`src/rtl/uart_pkg.sv`:
```
// Shared UART definitions: receive FSM states, data width, default bit timing
// and the parity helper used by both link directions.
package uart_pkg;

  localparam int UART_DATA_W           = 8;
  localparam int UART_CLKS_PER_BIT_DEF = 16;

  typedef enum logic [2:0] {
    IDLE   = 3'd0,
    START  = 3'd1,
    DATA   = 3'd2,
    PARITY = 3'd3,
    STOP   = 3'd4
  } uart_state_e;

  // Even-parity bit for a data byte: XOR of all data bits.
  function automatic logic uart_parity(input logic [UART_DATA_W-1:0] d);
    return ^d;
  endfunction

endpackage

```
`src/rtl/uart_sync2.sv`:
```
// Two-flop synchronizer for an asynchronous single-bit input.
// Both flops load RST_VAL on reset so the output starts at a known level.
module uart_sync2 #(
  parameter bit RST_VAL = 1'b0
) (
  input  logic clk,
  input  logic rst,
  input  logic d_i,
  output logic q_o
);

  logic meta_q;
  logic sync_q;

  always_ff @(posedge clk) begin
    if (rst) begin
      meta_q <= RST_VAL;
      sync_q <= RST_VAL;
    end else begin
      meta_q <= d_i;
      sync_q <= meta_q;
    end
  end

  assign q_o = sync_q;

endmodule

```
`src/rtl/uart_receiver.sv`:
```
// 8N1 UART receiver: oversampled start/data/stop recovery into a valid/ack holding register.
// Defining UART_RX_PARITY_EN inserts an even-parity bit between data and stop.
module uart_receiver
  import uart_pkg::*;
#(
  parameter int CLKS_PER_BIT = UART_CLKS_PER_BIT_DEF,
  parameter bit RX_IDLE      = 1'b1
) (
  input  logic                   clk,
  input  logic                   rst,
  input  logic                   rx_in,
  output logic [UART_DATA_W-1:0] rx_data,
  output logic                   rx_valid,
  input  logic                   rx_ack,
  output logic                   rx_busy,
  output logic                   rx_frame_err,
  output logic                   rx_overrun,
  output logic                   rx_parity_err
);

  localparam int              CNT_W   = $clog2(CLKS_PER_BIT);
  localparam logic [CNT_W-1:0] HALF_TC = CNT_W'(CLKS_PER_BIT / 2 - 1);
  localparam logic [CNT_W-1:0] FULL_TC = CNT_W'(CLKS_PER_BIT - 1);

  uart_state_e            state_q, state_d;
  logic [CNT_W-1:0]       cnt_q, cnt_d;
  logic [2:0]             idx_q, idx_d;
  logic [UART_DATA_W-1:0] shift_q, shift_d;
  logic [1:0]             fill_q;
  logic                   armed_q;
  logic                   line;
  logic                   stop_term;
  logic                   stop_ok;
  logic                   deliver;

  logic [UART_DATA_W-1:0] data_q;
  logic                   valid_q;
  logic                   frame_err_q;
  logic                   overrun_q;

  uart_sync2 #(.RST_VAL(RX_IDLE)) u_sync (
    .clk (clk),
    .rst (rst),
    .d_i (rx_in),
    .q_o (line)
  );

  // fill_q marks when the synchronizer holds real samples rather than its
  // reset value, so a line stuck at start level out of reset never arms.
  always_ff @(posedge clk) begin
    if (rst) begin
      fill_q  <= 2'b00;
      armed_q <= 1'b0;
    end else begin
      fill_q  <= {fill_q[0], 1'b1};
      if (fill_q[1] && (line == RX_IDLE)) begin
        armed_q <= 1'b1;
      end
    end
  end

`ifdef UART_RX_PARITY_EN
  logic par_bad_q, par_bad_d;
`endif

  always_ff @(posedge clk) begin
    if (rst) begin
      state_q <= IDLE;
      cnt_q   <= '0;
      idx_q   <= '0;
      shift_q <= '0;
    end else begin
      state_q <= state_d;
      cnt_q   <= cnt_d;
      idx_q   <= idx_d;
      shift_q <= shift_d;
    end
  end

  always_comb begin
    state_d   = state_q;
    cnt_d     = cnt_q;
    idx_d     = idx_q;
    shift_d   = shift_q;
    stop_term = 1'b0;
`ifdef UART_RX_PARITY_EN
    par_bad_d = par_bad_q;
`endif
    unique case (state_q)
      IDLE: begin
        if (armed_q && (line != RX_IDLE)) begin
          state_d = START;
          cnt_d   = '0;
        end
      end
      START: begin
        if (cnt_q == HALF_TC) begin
          cnt_d = '0;
          if (line != RX_IDLE) begin
            state_d = DATA;
            idx_d   = '0;
          end else begin
            state_d = IDLE;
          end
        end else begin
          cnt_d = cnt_q + CNT_W'(1);
        end
      end
      DATA: begin
        if (cnt_q == FULL_TC) begin
          cnt_d          = '0;
          shift_d[idx_q] = line;
          if (idx_q == 3'd7) begin
`ifdef UART_RX_PARITY_EN
            state_d = PARITY;
`else
            state_d = STOP;
`endif
          end else begin
            idx_d = idx_q + 3'd1;
          end
        end else begin
          cnt_d = cnt_q + CNT_W'(1);
        end
      end
`ifdef UART_RX_PARITY_EN
      PARITY: begin
        if (cnt_q == FULL_TC) begin
          cnt_d     = '0;
          par_bad_d = line ^ uart_parity(shift_q);
          state_d   = STOP;
        end else begin
          cnt_d = cnt_q + CNT_W'(1);
        end
      end
`endif
      STOP: begin
        // Return to IDLE at mid-stop so the next start edge is never missed.
        if (cnt_q == FULL_TC) begin
          cnt_d     = '0;
          stop_term = 1'b1;
          state_d   = IDLE;
        end else begin
          cnt_d = cnt_q + CNT_W'(1);
        end
      end
      default: begin
        state_d = IDLE;
        cnt_d   = '0;
      end
    endcase
  end

  assign stop_ok = (line == RX_IDLE);
  assign deliver = stop_term && stop_ok;

  always_ff @(posedge clk) begin
    if (rst) begin
      data_q      <= '0;
      valid_q     <= 1'b0;
      frame_err_q <= 1'b0;
      overrun_q   <= 1'b0;
    end else begin
      frame_err_q <= stop_term && !stop_ok;
      overrun_q   <= 1'b0;
      if (deliver) begin
        // An ack in the delivery cycle frees the holding register for the new byte.
        if (!valid_q || rx_ack) begin
          data_q  <= shift_q;
          valid_q <= 1'b1;
        end else begin
          overrun_q <= 1'b1;
        end
      end else if (valid_q && rx_ack) begin
        valid_q <= 1'b0;
      end
    end
  end

`ifdef UART_RX_PARITY_EN
  logic parity_err_q;

  always_ff @(posedge clk) begin
    if (rst) begin
      par_bad_q    <= 1'b0;
      parity_err_q <= 1'b0;
    end else begin
      par_bad_q    <= par_bad_d;
      parity_err_q <= deliver && par_bad_q;
    end
  end

  assign rx_parity_err = parity_err_q;
`else
  assign rx_parity_err = 1'b0;
`endif

  assign rx_data      = data_q;
  assign rx_valid     = valid_q;
  assign rx_busy      = (state_q != IDLE);
  assign rx_frame_err = frame_err_q;
  assign rx_overrun   = overrun_q;

endmodule

```
`config.mk`:
```
export PLATFORM = sky130hd
export DESIGN_NAME = uart_receiver
export DESIGN_NICKNAME = d
export VERILOG_FILES = /design/src/rtl/uart_pkg.sv /design/src/rtl/uart_sync2.sv /design/src/rtl/uart_receiver.sv
export SDC_FILE = /design/constraint.sdc
export NUM_CORES = 1
export LEC_CHECK = 0
export CORE_ASPECT_RATIO = 2
export CORE_MARGIN = 4
export CORE_UTILIZATION = 30
export DETAILED_ROUTE_END_ITERATION = 10
export PLACE_DENSITY_LB_ADDON = 0.2
export SYNTH_ARGS = -nofsm -noshare
export SYNTH_HDL_FRONTEND = slang
export SYNTH_SLANG_ARGS = --single-unit
```
`constraint.sdc`:
```
create_clock -name clk -period 1.64 [get_ports clk]
set_input_delay 0.41 -clock clk [delete_from_list [all_inputs] [get_ports clk]]
set_output_delay 0.41 -clock clk [all_outputs]
set_load 0.005 [all_outputs]
```
==> metrics.md, run 1 <==
| Metric | Value |
|---|---|
| Status | complete, but fails checks |
| Failing checks | setup timing |
| Critical Path Slowest Stage Cell | dfxtp_2 |
| Worst Setup SP | idx_q[0] |
| Setup crit start kind | flop |
| CTS buffer count | 5 |
| All-Layer GR Usage | 12.86% |
| Synthesized Nets | 175 |
| Vias per cell | 5.024 |
| Drt drc | 0 |
| Reg2reg end | idx_q[2] |
| Share of Yosys cell area claimed by the top area cell type | 44.19% |
| Die area | 6414 um2 |
| H-tree depth | 2 |
| Num rows | 36 |
| Worst Hold Path EP | u_sync.q_o |
| Comb power frac | 16.1% |
| CP most frequent cell | ha_4 |
| FFs w/ async S/R, synth | 0% |
| Post-synth EDFFs | 0 |
| Fin util | 40.98% |
| Area leader, netlist | dfxtp_1 |
| Drt first-iter violations | 31 |
| Final #Nets | 203 |
| Clock share of power | 33.4% |
| Pins Over Slew Limit | 0 |
| Main synth FF type | dfxtp_1 |
| Setup ws final | -0.02354 ns |
| Worst r2r src | idx_q[0] |
| Worst vdd ir | 0.6709 mV |
| I/O pin cnt | 17 |
| Final setup TNS | -0.02354 ns |
| Mapped cell area | 1540 um2 |
| Routed vias | 1271 |
| Most frequent cells in the layout | 29 x dfxtp_1, 22 x nor2_1, 19 x buf_4, 16 x mux2i_1, 14 x clkdlybuf4s50_1 |
| PD cells | 874.8 nW/um2 |
| Final clock skew | 0.004000 ns |
| Vias in the first global route | 1367 |
| Clk slew on worst S/H paths | 0.07 ns |
| Buffers on Ports | 15 |
| R2R depth | 7 |
| Final Wtd Congestion | 0.7676 |
| Root Driver | clkbuf_8 |
| Worst skew pair latency | 0.28 ns |
| Initial Util | 31.37% |
| Die Width | 58.67 um |
| Final ANT Viol Nets | 0 |
| Hold path depth | 1 |
| Max FO, Critical Path | 4 |
| Core ar. | 4910 um2 |
| Avg WL per Cell | 14.90 um |
| Crit path time final | 1.664 ns |
| R2r setup slk | -0.02 ns |
| Mean Syn Cell Area | 9.168 um2 |
| Power, Total | 1.760 mW |
| Clock Path Buffers | 2 |
| Hold_buf cts | 0 |
| Pin count of the biggest net entering global routing | 20 |
| WP data required | 1.86 ns |
| P_sw | 0.4756 mW |
| Crit-path cells | ha_4, ha_4, nor4bb_4, o2111ai_1, buf_4, or2_0, a21oi_2 |
| Clk sinks | 34 |
| Worst Hold Class | reg -> reg |
| Count of final hold-check violations | 0 |
| Register area share after synthesis | 44.19% |
| Fin area | 2012 um2 |
| Die Y | 109.3 um |
| GRT overflow | 0 |
| CTS tree | done |
| Initial antenna violation count | 0 |
| Yosys reg bits | 34 |
| Sequential share of power | 50.5% |
| Top post-synthesis cells by area | dfxtp_1 44%, mux2i_1 10%, nor2_1 5.4% |
| FMAX | 601.1 MHz |
| Post-Route WL | 3769 um |
| LEAKAGE | 0.8456 nW |
| Hold Slack | 0.4095 ns |
| Commonest non-fill, non-tap cell in the layout | dfxtp_1 |
| Detailed-router iteration count before antenna repair | 4 |
| Yosys cell types | 43 |
| Layout cells sized above 1 | 23.47% |
| Endpoint type of the worst setup path | flop |
| CP Class | reg -> reg |
| Worst Path Arrival | 1.89 ns |
| Synth Warn # | 0 |
| Pint | 1.284 mW |
| First-pass GRT wire length | 6313 um |
| Switching Share | 27.02% |
| CP peak stage delay | 0.34 ns |
| Layout area overhead | 30.63% |
| Post-Syn Instances | 168 |
| Placed instance area | 1851 um2 |
| Min-delay src | u_sync.meta_q |
| RSZ-0062 raised after global routing | yes |
| Final period utilization | 101.4% |
| Dpl hpwl | 2720 um |
| Final setup fails | 1 |
| Antenna cells | 0 |
| MaxCap Viol Count | 0 |
==> what timing repair did <==
action	CTS	global route
endpoints found under the hold margin	0	0
pin swaps	8	2
buffers inserted	1	1
endpoints found under the setup margin	13	23
gates resized for setup	6	9
==> power by group through the flow <==
stage	combinational, mW	sequential [mW]	clock (mW)
after floorplan	0.171	0.882	0
after global placement	0.240	0.893	0
after detailed placement	0.249	0.896	0
after CTS	0.258	0.880	0.599
after global routing	0.317	0.895	0.631
final	0.283	0.889	0.587
==> registers in the layout, summed over array words and instances, names as in the netlist <==
signal and flops:
state_q 3, rx_data 8, cnt_q 4, u_sync.meta_q 1, idx_q 3, fill_q 2, rx_valid 1, shift_q 8
u_sync.q_o 1, rx_frame_err 1, rx_overrun 1, armed_q 1
==> critical path, delay by kind of cell, from the launching register on <==
kind	cells	cell delay [ns]
AO/OA/AOI/OAI	2	0.28
AND/OR/NAND/NOR	2	0.49
buffers and inverters	1	0.18
flip-flops	1	0.34
adder cells (fa/ha/maj)	2	0.32
==> metal layers <==
layer / global-route usage [%] / vias up / wire (um)
li1: - / 637 / -
met1: 11.55 / 603 / 1298
met2: 24.80 / 22 / 2214
met3: 3.643 / 9 / 131
met4: 6.645 / 0 / 124
met5: 0 / - / 0
==> synth_stat cells (all sizes together) (4+ instances only) <==
library cell / n
nand4: 6
or2: 4
clkbuf: 5
nand3: 4
dfxtp: 34
nor2: 22
buf: 8
nor3: 4
nand2: 12
inv: 4
nor2b: 4
a21oi: 8
mux2i: 16
==> stage by stage <==
stage | instances | setup WS, ns
finish | 253 | -0.02354
global route | 253 | -0.1226
CTS | 252 | -0.1010
floorplan | 168 | -0.01284
global placement | 244 | -0.1321
detailed placement | 244 | -0.1775
==> logic make-up (layout without fill, tap and decap cells) <==
family                     Yosys count  count (layout)  share of synthesized area [%]
DFF                                 34              34                          44.19
muxes                               17              17                          11.13
and+or+nand+nor                     75              75                          27.78
adders and majority gates            3               3                          2.437
AOI/OAI and AO/OA                   19              19                          7.799
buffers and inverters               17              45                          5.280
xor gates and xnor gates             2               2                          1.137
other                                1               1                         0.2435
==> layout make-up <==
cell class,instances,area (um2)
clock buffers,6,72.57
fillers,500,2898
flip-flops and latches,34,689.4
inverters,4,15.01
clock inverters,1,7.507
repair buffers,34,295.3
well taps,57,71.32
multi-input cells,117,860.8
==> worst max path at each step <==
stage	endpoint	slack, ns	cells after the start
2_1_floorplan	idx_q[0]	-0.01	6
3_3_place_gp	rx_data[2]	-0.13	5
3_5_place_dp	rx_data[2]	-0.18	5
4_1_cts	rx_busy	-0.10	3
5_1_grt	idx_q[2]	-0.12	7
6_report	idx_q[2]	-0.02	7
Power figures use the tool's default switching activity.
==> run 2: changes to the inputs <==
==> constraint.sdc (replaced) <==
create_clock -name clk -period 1.64 [get_ports clk]
set_input_delay 0.246 -clock clk [delete_from_list [all_inputs] [get_ports clk]]
set_output_delay 0.246 -clock clk [all_outputs]
set_load 0.005 [all_outputs]
==> metrics.md, run 2 (synthesized netlist as in run 1, its figures left out) <==
| Metric | Value |
|---|---|
| Core ar. | 4910 um2 (unchanged) |
| Initial Util | 31.37% (unchanged) |
| Detailed-router iteration count before antenna repair | 4 (unchanged) |
| Worst r2r src | idx_q[0] |
| Worst skew pair latency | 0.28 ns (about the same) |
| Antenna cells | 0 (unchanged) |
| # placed instances | 242 (-0.82%) |
| MaxCap Viol Count | 0 (unchanged) |
| Reg2reg end | idx_q[1] |
| Dpl hpwl | 2627 um (-3.4%) |
| Final period utilization | 98.61% (-2.8 points) |
| Reg area | 688.2 um2 (-0.18%) |
| Root Driver | clkbuf_8 |
| Clk sinks | 34 (unchanged) |
| Place WS | -0.06836 ns (+0.1091 ns) |
| Setup ws final | 0.02280 ns (+0.04634 ns) |
| Final setup fails | 0 (-1) |
| Final setup TNS | 0 ns (+0.02354 ns) |
| Buffers on Ports | 15 (unchanged) |
| Layout cells sized above 1 | 22.56% (-0.91 points) |
| Clock Path Buffers | 2 (unchanged) |
| Die area | 6414 um2 (unchanged) |
| Hold path depth | 1 (unchanged) |
| Fill count | 490 (-2.0%) |
| WP data required | 1.84 ns (-0.02 ns) |
| R2R depth | 7 (unchanged) |
| Worst Path Arrival | 1.82 ns (-0.07 ns) |
| Routed vias | 1244 (-2.1%) |
| Pins Over Slew Limit | 0 (unchanged) |
| Final #Nets | 201 (-0.99%) |
| Avg WL per Cell | 14.00 um (-6.0%) |
| Most frequent cells in the layout | 30 x dfxtp_1, 22 x nor2_1, 17 x buf_4, 16 x mux2i_1, 14 x clkdlybuf4s50_1 |
| Count of final hold-check violations | 0 (unchanged) |
| Layout area overhead | 29.73% |
| Post-Layout Cell Count | 252 (-0.40%) |
| PD cells | 887.2 nW/um2 (+1.4%) |
| Die Width | 58.67 um (unchanged) |
| I/O pin cnt | 17 (unchanged) |
| GRT overflow | 0 (unchanged) |
| Worst vdd ir | 0.9265 mV (+38%) |
| CTS tree | done |
| LEAKAGE | 0.8458 nW (about the same) |
| Multi-input logic area | 848.3 um2 (-1.5%) |
| Pin count of the biggest net entering global routing | 20 (unchanged) |
| Clk slew on worst S/H paths | 0.07 ns (about the same) |
| Initial antenna violation count | 0 (unchanged) |
| First-pass GRT wire length | 6078 um (-3.7%) |
| CP Class | reg -> reg |
| Drt drc | 0 (unchanged) |
| Hold Slack | 0.4155 ns (+0.005923 ns) |
| Crit path time final | 1.617 ns (-0.04634 ns) |
| H-tree depth | 2 (unchanged) |
| FMAX | 618.4 MHz (+2.9%) |
| Drt first-iter violations | 18 (-42%) |
| Min-delay src | u_sync.meta_q |
| Worst Hold Class | reg -> reg |
| Endpoint type of the worst setup path | flop |
| RSZ-0062 raised after global routing | yes |
| R2r setup slk | 0.02 ns (+0.05 ns) |
| CTS buffer count | 5 (unchanged) |
| Commonest non-fill, non-tap cell in the layout | dfxtp_1 |
| Final Wtd Congestion | 0.8146 (+6.1%) |
| Vias per cell | 4.937 (-1.7%) |
| Final clock skew | 0.002903 ns (-0.001098 ns) |
| Die Y | 109.3 um (unchanged) |
| Num rows | 36 (unchanged) |
| Max FO, Critical Path | 4 (unchanged) |
| Worst Hold Path EP | u_sync.q_o |
| Vias in the first global route | 1307 (-4.4%) |
| Final ANT Viol Nets | 0 (unchanged) |
| Setup crit start kind | flop |
| Power, Total | 1.773 mW (+0.72%) |
| All-Layer GR Usage | 12.10% (-0.76 points) |
| Status | complete, no violations |
| Post-Route WL | 3529 um (-6.4%) |
[run 2: worst max-delay path by stage]
stage / startpoint / endpoint / slack [ns] / cells after the start
2_1_floorplan: idx_q[0] / idx_q[0] / -0.01 / 6
3_3_place_gp: rx_ack / rx_data[0] / -0.03 / 5
3_5_place_dp: idx_q[0] / idx_q[1] / -0.07 / 7
4_1_cts: idx_q[0] / idx_q[1] / -0.04 / 7
5_1_grt: idx_q[0] / idx_q[1] / -0.05 / 7
6_report: idx_q[0] / idx_q[1] / 0.02 / 7
[run 2: metal layers]
metal / share of wire (%) / GRT usage, % / up-vias
li1: - / - / 636
met1: 36 / 12.14 / 578
met2: 59 / 23.44 / 24
met3: 3.7 / 3.290 / 6
met4: 1.4 / 3.404 / 0
met5: 0 / 0 / -
[run 2: final cells by class]
class | count | area share [%]
Tap cell | 57 | 3.569
Timing Repair Buffer | 32 | 14.03
Inverter | 4 | 0.7514
Sequential cell | 34 | 34.44
Clock inverter | 2 | 0.6262
Multi-Input combinational cell | 117 | 42.45
Clock buffer | 6 | 4.133
[run 2: power by group]
group / internal [mW] / total, mW / switching [mW]
logic: 0.128 / 0.261 / 0.133
clock network: 0.337 / 0.625 / 0.288
registers: 0.850 / 0.887 / 0.0362
[run 2: critical path, stage by stage (launching register included)]
cell,delay (ns)
dfxtp_2,0.34
ha_4,0.16
ha_4,0.15
nor4bb_1,0.25
o2111ai_1,0.15
buf_4,0.18
or2_1,0.20
a21oi_1,0.12
[run 2: timing repair]
item                                    in CTS  in global routing
hold buffers                                 0                  0
pin swaps                                    7                  2
gates resized for setup                      3                 11
endpoints found under the setup margin       5                 15
setup buffers                                1                  1
[run 2: through the flow]
step | instance area (um2) | util (%)
after floorplan | 1568 | -
after global placement | 1836 | 37.39
after detailed placement | 1836 | 37.39
after CTS | 1953 | 39.78
after global routing | 1998 | 40.70
final | 1998 | 40.70
